### src/rtl/lcd_frame_scheduler.sv
// -----------------------------------------------------------------------------
// lcd_frame_scheduler
// -----------------------------------------------------------------------------
// Timing controller for the 480x272 TFT-LCD pong display.
//
// A horizontal pixel counter is cascaded into a vertical line counter. Both are
// decoded into sync / active flags. Those flags drive registered hsync, vsync,
// de and the active-pixel coordinates, one clock after the counters.
// The controller also owns the update window used by game logic. A request is
// granted only during vertical blanking. If the game logic has not finished
// when the first active line starts, the grant is revoked and flagged.
//
// Ports
//   clk             pixel clock
//   nrst            asynchronous active-low reset
//   i_run           level: 1 = scan, 0 = stop at the end of the current frame
//   o_hsync         horizontal sync (low for h_cnt 0..H_SYNC)
//   o_vsync         vertical sync (low for v_cnt 0..V_SYNC)
//   o_de            data enable, high only when both axes are active
//   o_px_x/o_px_y   active pixel column/row, 0 while o_de is low
//   o_frame_start   one-cycle pulse when a frame starts (h_cnt=0, v_cnt=0)
//   o_frame_cnt     frames started since reset, wraps
//   i_upd_req       game logic requests the update window (level)
//   i_upd_done      one-cycle pulse, game logic finished its update
//   o_upd_gnt       update window granted
//   o_upd_ovr       one-cycle pulse, grant revoked before i_upd_done
//   o_busy          1 while the display is being scanned (RUN or DRAIN)
// -----------------------------------------------------------------------------
module lcd_frame_scheduler #(
    parameter int unsigned H_SYNC  = 40,
    parameter int unsigned H_EN    = 2,
    parameter int unsigned H_COUNT = 524,
    parameter int unsigned V_SYNC  = 10,
    parameter int unsigned V_EN    = 2,
    parameter int unsigned V_COUNT = 286
) (
    input  logic        clk,
    input  logic        nrst,
    input  logic        i_run,
    output logic        o_hsync,
    output logic        o_vsync,
    output logic        o_de,
    output logic [9:0]  o_px_x,
    output logic [9:0]  o_px_y,
    output logic        o_frame_start,
    output logic [15:0] o_frame_cnt,
    input  logic        i_upd_req,
    input  logic        i_upd_done,
    output logic        o_upd_gnt,
    output logic        o_upd_ovr,
    output logic        o_busy
);

    // Axis timing constants, narrowed to the counter width.
    localparam logic [9:0] H_S    = 10'(H_SYNC);
    localparam logic [9:0] H_E    = 10'(H_EN);
    localparam logic [9:0] H_N    = 10'(H_COUNT);
    localparam logic [9:0] V_S    = 10'(V_SYNC);
    localparam logic [9:0] V_E    = 10'(V_EN);
    localparam logic [9:0] V_N    = 10'(V_COUNT);
    // First active counter value on each axis; also the coordinate origin.
    localparam logic [9:0] H_ACT0 = 10'(H_SYNC + H_EN + 1);
    localparam logic [9:0] V_ACT0 = 10'(V_SYNC + V_EN + 1);

    // Scan state machine encoding.
    localparam logic [1:0] ST_IDLE  = 2'd0;
    localparam logic [1:0] ST_RUN   = 2'd1;
    localparam logic [1:0] ST_DRAIN = 2'd2;

    // Decode one axis counter into {sync, active}.
    //   c <= s          : sync low, inactive
    //   s < c <= s+e    : sync high, porch
    //   s+e < c <= n-e  : sync high, active
    //   n-e < c <= n    : sync high, porch
    function automatic logic [1:0] axis_decode(
        input logic [9:0] c,
        input logic [9:0] s,
        input logic [9:0] e,
        input logic [9:0] n
    );
        logic sync_v;
        logic act_v;
        sync_v = (c > s);
        act_v  = (c > (s + e)) && (c <= (n - e));
        return {sync_v, act_v};
    endfunction

    logic [1:0]  r_state;
    logic [9:0]  r_h_cnt;
    logic [9:0]  r_v_cnt;
    logic        r_hsync;
    logic        r_vsync;
    logic        r_de;
    logic [9:0]  r_px_x;
    logic [9:0]  r_px_y;
    logic        r_frame_start;
    logic [15:0] r_frame_cnt;
    logic        r_upd_gnt;
    logic        r_upd_ovr;
    logic        r_upd_lock;
    logic        r_busy;

    logic [1:0]  w_state_nxt;
    logic [9:0]  w_h_nxt;
    logic [9:0]  w_v_nxt;
    logic [1:0]  w_h_dec;
    logic [1:0]  w_v_dec;
    logic        w_scan;
    logic        w_h_last;
    logic        w_v_last;
    logic        w_frame_end;
    logic        w_de;
    logic        w_frame_first;
    logic        w_vblank;
    logic        w_win_close;

    assign w_scan        = (r_state == ST_RUN) || (r_state == ST_DRAIN);
    assign w_h_last      = (r_h_cnt == H_N);
    assign w_v_last      = (r_v_cnt == V_N);
    assign w_frame_end   = w_h_last && w_v_last;
    assign w_h_dec       = axis_decode(r_h_cnt, H_S, H_E, H_N);
    assign w_v_dec       = axis_decode(r_v_cnt, V_S, V_E, V_N);
    assign w_de          = w_scan && w_h_dec[0] && w_v_dec[0];
    assign w_frame_first = w_scan && (r_h_cnt == 10'd0) && (r_v_cnt == 10'd0);
    // Blanking covers idle time and every line outside the active rows.
    assign w_vblank      = !w_scan || !w_v_dec[0];
    // The update window closes at the start of the first active line.
    assign w_win_close   = w_scan && (r_v_cnt == V_ACT0) && (r_h_cnt == 10'd0);

    // Scan state transitions. A stop request only ends scanning on the last
    // cycle of a frame, so the display always receives whole frames.
    always_comb begin
        w_state_nxt = r_state;
        case (r_state)
            ST_IDLE: begin
                if (i_run) begin
                    w_state_nxt = ST_RUN;
                end else begin
                    w_state_nxt = ST_IDLE;
                end
            end
            ST_RUN: begin
                if (!i_run && w_frame_end) begin
                    w_state_nxt = ST_IDLE;
                end else if (!i_run) begin
                    w_state_nxt = ST_DRAIN;
                end else begin
                    w_state_nxt = ST_RUN;
                end
            end
            ST_DRAIN: begin
                if (i_run) begin
                    w_state_nxt = ST_RUN;
                end else if (w_frame_end) begin
                    w_state_nxt = ST_IDLE;
                end else begin
                    w_state_nxt = ST_DRAIN;
                end
            end
            default: begin
                w_state_nxt = ST_IDLE;
            end
        endcase
    end

    // Next counter values: cascaded wrap while scanning, parked at 0 otherwise.
    always_comb begin
        w_h_nxt = r_h_cnt;
        w_v_nxt = r_v_cnt;
        if (w_scan && (w_state_nxt != ST_IDLE)) begin
            if (w_h_last) begin
                w_h_nxt = 10'd0;
                if (w_v_last) begin
                    w_v_nxt = 10'd0;
                end else begin
                    w_v_nxt = r_v_cnt + 10'd1;
                end
            end else begin
                w_h_nxt = r_h_cnt + 10'd1;
                w_v_nxt = r_v_cnt;
            end
        end else begin
            w_h_nxt = 10'd0;
            w_v_nxt = 10'd0;
        end
    end

    // State and counter registers.
    always_ff @(posedge clk or negedge nrst) begin
        if (!nrst) begin
            r_state <= ST_IDLE;
            r_h_cnt <= 10'd0;
            r_v_cnt <= 10'd0;
            r_busy  <= 1'b0;
        end else begin
            r_state <= w_state_nxt;
            r_h_cnt <= w_h_nxt;
            r_v_cnt <= w_v_nxt;
            r_busy  <= (w_state_nxt != ST_IDLE);
        end
    end

    // Video outputs, registered one clock behind the counters.
    always_ff @(posedge clk or negedge nrst) begin
        if (!nrst) begin
            r_hsync       <= 1'b0;
            r_vsync       <= 1'b0;
            r_de          <= 1'b0;
            r_px_x        <= 10'd0;
            r_px_y        <= 10'd0;
            r_frame_start <= 1'b0;
            r_frame_cnt   <= 16'd0;
        end else begin
            r_hsync       <= w_scan && w_h_dec[1];
            r_vsync       <= w_scan && w_v_dec[1];
            r_de          <= w_de;
            r_px_x        <= w_de ? (r_h_cnt - H_ACT0) : 10'd0;
            r_px_y        <= w_de ? (r_v_cnt - V_ACT0) : 10'd0;
            r_frame_start <= w_frame_first;
            if (w_frame_first) begin
                r_frame_cnt <= r_frame_cnt + 16'd1;
            end else begin
                r_frame_cnt <= r_frame_cnt;
            end
        end
    end

    // Update-window arbitration. r_upd_lock blocks a second grant within the
    // same blanking period after any drop; it clears once active video starts.
    // A completion pulse takes priority over a simultaneous window close.
    always_ff @(posedge clk or negedge nrst) begin
        if (!nrst) begin
            r_upd_gnt  <= 1'b0;
            r_upd_ovr  <= 1'b0;
            r_upd_lock <= 1'b0;
        end else begin
            r_upd_ovr <= 1'b0;
            if (r_upd_gnt) begin
                if (i_upd_done) begin
                    r_upd_gnt  <= 1'b0;
                    r_upd_lock <= 1'b1;
                end else if (w_win_close) begin
                    r_upd_gnt  <= 1'b0;
                    r_upd_ovr  <= 1'b1;
                    r_upd_lock <= 1'b1;
                end else begin
                    r_upd_gnt  <= 1'b1;
                end
            end else if (i_upd_req && w_vblank && !r_upd_lock) begin
                r_upd_gnt <= 1'b1;
            end else if (!w_vblank) begin
                r_upd_lock <= 1'b0;
            end else begin
                r_upd_lock <= r_upd_lock;
            end
        end
    end

    assign o_hsync       = r_hsync;
    assign o_vsync       = r_vsync;
    assign o_de          = r_de;
    assign o_px_x        = r_px_x;
    assign o_px_y        = r_px_y;
    assign o_frame_start = r_frame_start;
    assign o_frame_cnt   = r_frame_cnt;
    assign o_upd_gnt     = r_upd_gnt;
    assign o_upd_ovr     = r_upd_ovr;
    assign o_busy        = r_busy;

endmodule
### config.mk
export PLATFORM = sky130hd
export DESIGN_NAME = lcd_frame_scheduler
export DESIGN_NICKNAME = d
export VERILOG_FILES = /design/src/rtl/lcd_frame_scheduler.sv
export SDC_FILE = /design/constraint.sdc
export NUM_CORES = 1
export LEC_CHECK = 0
export ABC_AREA = 1
export BUFFER_PORTS_ARGS = -buffer_cell sky130_fd_sc_hd__buf_4
export CAP_MARGIN = 10
export CORE_UTILIZATION = 53
export CTS_CLUSTER_SIZE = 25
export DETAILED_ROUTE_END_ITERATION = 7
export GPL_ROUTABILITY_DRIVEN = 0
export GPL_TIMING_DRIVEN = 0
export MAX_ROUTING_LAYER = met4
export PLACE_DENSITY = 0.79
export RECOVER_POWER = 50
export SKIP_LAST_GASP = 1
export SYNTH_ARGS = -nofsm -noshare
export SYNTH_HDL_FRONTEND = slang
export SYNTH_SLANG_ARGS = --single-unit
export TNS_END_PERCENT = 10
### constraint.sdc
create_clock -name clk -period 1.47 [get_ports clk]
set_input_delay 0.0735 -clock clk [delete_from_list [all_inputs] [get_ports clk]]
set_output_delay 0.0735 -clock clk [all_outputs]
set_load 0.01 [all_outputs]
; ---- Yosys cells after proc, flatten, opt, wreduce, memory -nomap -nowiden
; Cells that the tools add are included.
[totals]
register_bits = 66
input_bits = 5
out_inout_bits = 43
wordCells = 85
[classes]
n_addsub = 5
n_lt_le_gt_ge = 6
n_eq_ne = 9
n_mux = 25
reduce_logical = 26
[op_table]
columns = cell, count
row1 = $mux W10, 7
row2 = $add A10 B1 Y10 const B, 2
row3 = $gt A10 B4 Y1 const B, 2
row4 = $gt A10 B6 Y1 const B, 2
row5 = $logic_not A10 Y1, 2
row6 = $add A16 B1 Y16 const B, 1
row7 = $logic_and A1 B1 Y1, 15
row8 = $mux W1, 13
row9 = $eq A10 B10 Y1 const B, 1
row10 = $eq A10 B4 Y1 const B, 1
row11 = $eq A10 B9 Y1 const B, 1
row12 = $le A10 B10 Y1 const B, 1
row13 = $le A10 B9 Y1 const B, 1
row14 = $sub A10 B4 Y10 const B, 1
row15 = $sub A10 B6 Y10 const B, 1
row16 = $mux W2, 4
row17 = $ne A2 B2 Y1 const B, 3
row18 = $pmux W2 S3, 1
row19 = $logic_not A1 Y1, 4
row20 = $ne A3 B2 Y1 const B, 1
row21 = $reduce_and A3 Y1, 1
row22 = $eq A2 B1 Y1 const B, 1
row23 = $eq A2 B2 Y1 const B, 1
row24 = $logic_not A2 Y1, 1
row25 = other kinds (2), 3

; ---- Logic depth before layout (Yosys ltp)
[depth]
ltp_word = 8
ltp_mapped = 11
mapped_depth_nobuf = 10

; ---- Least setup slack after synthesis
; OpenSTA, ideal clock, no wires.
[synth_timing]
kind = register to register
start = reg r_h_cnt[0]
end = reg r_frame_cnt[2] (netlist: o_frame_cnt[2])
setup_ps = 129
t_arrival_ps = 1397
required_time_ps = 1341
path_slack_ps = -56
stages_incl_launch_ff = 9
n_path_buf = 1
synth_period_minus_slack_ps = 1526
cell_sequence = dfrtp_1 inv_1 ha_1 inv_1 nor3_1 nand4_1 nor2_4 buf_4 o21ai_0
[synth_via]
elab_chain_len = 3
[synth_rtl]
columns = element, line
row1 = "start, declared", 89  ; logic [9:0] r_h_cnt;
row2 = "start signal, assigned", 197  ; r_h_cnt <= w_h_nxt;
row3 = $logic_not A10 Y1, 124  ; assign w_frame_first = w_scan && (r_h_cnt == 10'd0) && (r_v_cnt == 10'd0);
row4 = $logic_and A1 B1 Y1 (2 in a row), 124
row5 = "end signal, assigned", 221  ; r_frame_cnt <= r_frame_cnt + 16'd1;
row6 = "end signal, assigned", 223  ; r_frame_cnt <= r_frame_cnt;
row7 = "end, declared", 97  ; logic [15:0] r_frame_cnt;
; Every way passes these cells.
; A chain may end at the register's enable or synchronous reset.

; ---- Worst setup path after layout
[layout_timing]
start = reg r_h_cnt[0]
end = reg r_frame_cnt[10] (netlist: o_frame_cnt[10])
; Same word-level chain as after synthesis.

==> impl_summary.txt <==
----------------------------------------------------
[Synthesis]
  Share of flip-flops with an asynchronous set or reset after synthesis ... 1.00
  Number of enable flip-flop cells after synthesis ... 0
  Fraction of the yosys area taken by sequential cells ... 0.433
  Top cells by area, synth ... sky130_fd_sc_hd__dfrtp_1 43%, sky130_fd_sc_hd__nand2_1 11%, sky130_fd_sc_hd__xor2_1 6.7%
  Number of standard cells after synthesis ... 473
  Fraction of post-synthesis cell area in the top cell type by area ... 0.433
  Most instantiated flip-flop cell in the synthesis netlist ... sky130_fd_sc_hd__dfrtp_1
  Syn Area/Cell ... 8.07 µm²
  Top-count cell post-synth ... sky130_fd_sc_hd__nand2_1
  Dominant cell type by area after synthesis ... sky130_fd_sc_hd__dfrtp_1
  Post-Syn Area ... 3820 µm²
  Total number of yosys warnings ... 0
  Register bit count reported by yosys ... 66
  Post-synth top cells ... 109 x sky130_fd_sc_hd__nand2_1, 66 x sky130_fd_sc_hd__dfrtp_1, 58 x sky130_fd_sc_hd__inv_1, 54 x sky130_fd_sc_hd__nor2_1, 31 x sky130_fd_sc_hd__nand3_1
  Distinct cells, synth ... 35

[Placed design]
  Number of input and output port buffers inserted ... 47
  Detail Placement HPWL ... 5880 µm

[GRT]
  Number of global-route vias before repair ... 3250
  Global-route wire length before repair ... 14300 µm
  Maximum number of pins on one net before global-route repair ... 67
  Gr usage total ... 0.255
  Remaining global-route overflow ... 0
  Antenna violations before repair ... 0

[Status]
  Outcome ... finished, violations left
  Violated checks ... setup timing

[Floorplanning]
  Overall die height ... 86.9 µm
  Number of cell rows ... 30
  Initial standard-cell utilization of the core ... 0.556
  Total Die Area ... 7550 µm²
  Horizontal die dimension ... 86.9 µm
  IO Pins ... 48
  Core ar. ... 6870 µm²

[Worst setup path]
  Category of the worst setup path capture point ... flop
  Slowest cell on crit path ... sky130_fd_sc_hd__dfrtp_1
  Required time of the critical path ... 1740 ps
  Worst path most repeated cell ... sky130_fd_sc_hd__buf_6
  Startpoint class of the critical path ... flop
  Critical Path Max Stage Delay ... 420 ps
  Largest fanout on the critical path ... 5
  Kind of critical path ... flop to flop
  Crit path cell chain ... inv_2 > ha_4 > inv_4 > nor3_2 > nand4_1 > nor2_4 > buf_6 > buf_6 > nand2_1 > o21ai_0
  Arrival time at the worst endpoint ... 1940 ps
  Reg-to-reg slack, setup ... -200 ps

[Drt]
  Remaining design rule violation count ... 0
  Iteration-0 DRC count of the detailed router ... 326
  Number of vias in the routed layout ... 3625
  Detailed-route wire length ... 10100 µm
  Pre-Repair DR Iteration Count ... 5
  Average via count per standard cell ... 5.41
  Average routed wire per standard cell ... 15.0 µm
  Post-route antenna net violation count ... 0

[Min path]
  Hold Crit Class ... input port to flop

[Pwr]
  Post-layout power ... 0.00545 W
  Peak supply drop ... 0.683 mV
  Pleak ... 2.29 nW
  Ratio of total power to cell area ... 1110 nW/µm²

[STA]
  Maximum frequency from static timing analysis ... 600 MHz
  Final Hold Violating Endpoints ... 0
  Portion of the clock cycle consumed by the worst path in the final layout ... 1.13
  Final worst clock skew ... 7.16 ps
  Relative slew slack ... 0.408
  Final critical path time including I/O delays and setup ... 1670 ps
  Worst Max-Slew Pin Slew ... 887 ps
  Setup violations, final ... 58
  Fin worst setup slack ... -196 ps
  Count of final max-slew check failures ... 0
  Setup repair after global routing missed its margin ... yes

[Clock network]
  Total number of H-tree levels ... 3
  Clock transition time at the flip-flop clock pins of the worst setup and hold paths ... 70 ps
  Clock tree from TritonCTS ... yes
  Cts bufs inserted ... 9
  CTS sink cnt ... 66
  Worst-Skew Late Latency ... 350 ps
  Clock Path Buffers ... 2
  Buffer cell driving the clock tree root ... sky130_fd_sc_hd__clkbuf_8

[Finish]
  Share of post-route cells with drive strength above 1 ... 0.268
  Diode count ... 0
  Utilization after layout ... 0.715
  Area added between synthesis and finish ... 28.7%
  Count of filler cells inserted in the layout ... 538
  Nets@finish ... 587

[Job]
  Max-cap viol count ... 0

----------------------------------------------------
## where the power goes
part	internal, W	switching [W]	total (W)
sequential	0.00195	0.000138	0.00209
clock	0.000911	0.000669	0.00158
combinational	0.000749	0.00103	0.00178
total	0.00361	0.00184	0.00545
## worst paths after layout
path | endpoint | start | depth (start not counted)
worst max-delay path | o_frame_cnt[10] | r_h_cnt[0] | 10
worst min-delay path | o_upd_gnt | i_upd_req | 5
worst max register to register | o_frame_cnt[10] | r_h_cnt[0] | 10
worst min register to register | r_upd_lock | r_upd_lock | 2
max in group asynchronous | r_v_cnt[3] | nrst | 2
min in group asynchronous | o_frame_cnt[12] | nrst | 2
## flip-flops by register name, indices dropped and copies added (netlist names), 2 cells and up
| signal | cells |
|---|---|
| r_v_cnt | 10 |
| o_frame_cnt | 16 |
| o_px_x | 10 |
| o_px_y | 10 |
| r_h_cnt | 10 |
| r_state | 2 |
## worst max-delay path: cells and delay by family (launching register included)
family | cells | cell delay [ps]
compound gates | 1 | 80
fa+ha+maj | 1 | 170
flops | 1 | 420
simple gates | 4 | 520
buf+inv | 4 | 390
## cells in the final DEF (no fill, tap or decap), types with 3 or more instances in the layout
cell and instances:
sky130_fd_sc_hd__buf_4 31, sky130_fd_sc_hd__dfrtp_2 11, sky130_fd_sc_hd__nor2_2 15, sky130_fd_sc_hd__buf_12 5, sky130_fd_sc_hd__dlygate4sd3_1 3, sky130_fd_sc_hd__clkbuf_1 43, sky130_fd_sc_hd__nand4_1 6, sky130_fd_sc_hd__clkbuf_8 12
sky130_fd_sc_hd__inv_4 3, sky130_fd_sc_hd__nand3_4 3, sky130_fd_sc_hd__inv_1 48, sky130_fd_sc_hd__nand3_1 28, sky130_fd_sc_hd__xor2_1 29, sky130_fd_sc_hd__nand2_2 10, sky130_fd_sc_hd__nand3_2 5, sky130_fd_sc_hd__nor2_1 46
sky130_fd_sc_hd__inv_2 11, sky130_fd_sc_hd__dfrtp_1 55, sky130_fd_sc_hd__nor3_1 21, sky130_fd_sc_hd__nor2_4 10, sky130_fd_sc_hd__nand2_1 102, sky130_fd_sc_hd__nand2_4 3, sky130_fd_sc_hd__ha_1 9, sky130_fd_sc_hd__o21ai_0 18
sky130_fd_sc_hd__buf_6 8, sky130_fd_sc_hd__nor3_2 13
## layer usage
layer	vias to the layer above	track usage	part of all wire
met4	0	0.135	0.038
met3	42	0.0455	0.075
li1	1685	-	-
met5	-	-	0
met2	186	0.418	0.49
met1	1712	0.299	0.39
## per-stage QoR
step	instance area (µm²)	setup TNS, ps	std cells	worst slack [ps]	hold WS (ps)
after floorplan	3860	-0.907	474	-0.907	-222
after global placement	4340	-7960	617	-208	217
after detailed placement	4340	-8910	617	-234	226
after CTS	4780	-4690	653	-131	66.6
after global routing	4910	-10710	670	-262	110
final	4910	-6970	670	-196	65.5
## what timing repair did
action,CTS,global route
hold endpoints to repair,68,0
gates resized for setup,26,40
endpoints found under the setup margin,57,59
pin swaps,6,9
buffers inserted,16,16
cloned,2,1
hold buffers,3,0
## final cells by class
cell class	instances	area, µm²	area share
Sequential cell	66	1670	0.339
Buffer	8	113	0.0229
Timing Repair Buffer	85	543	0.111
Inverter	63	245	0.0499
Clock inverter	2	35.0	0.00713
Clock buffer	13	169	0.0344
Multi-Input combinational cell	337	2020	0.412
Tap cell	96	120	0.0244
## cell families (layout without fill, tap and decap cells)
kind of cell | Yosys count | count (layout) | share of synthesized area
AND/OR/NAND/NOR | 267 | 267 | 0.339
XOR/XNOR | 29 | 29 | 0.0665
buffers and inverters | 71 | 171 | 0.0835
other | 1 | 2 | 0.000982
AO/OA/AOI/OAI | 27 | 27 | 0.0380
flip-flops | 66 | 66 | 0.433
adder cells (fa/ha/maj) | 12 | 12 | 0.0393
Power figures use the tool's default switching activity.
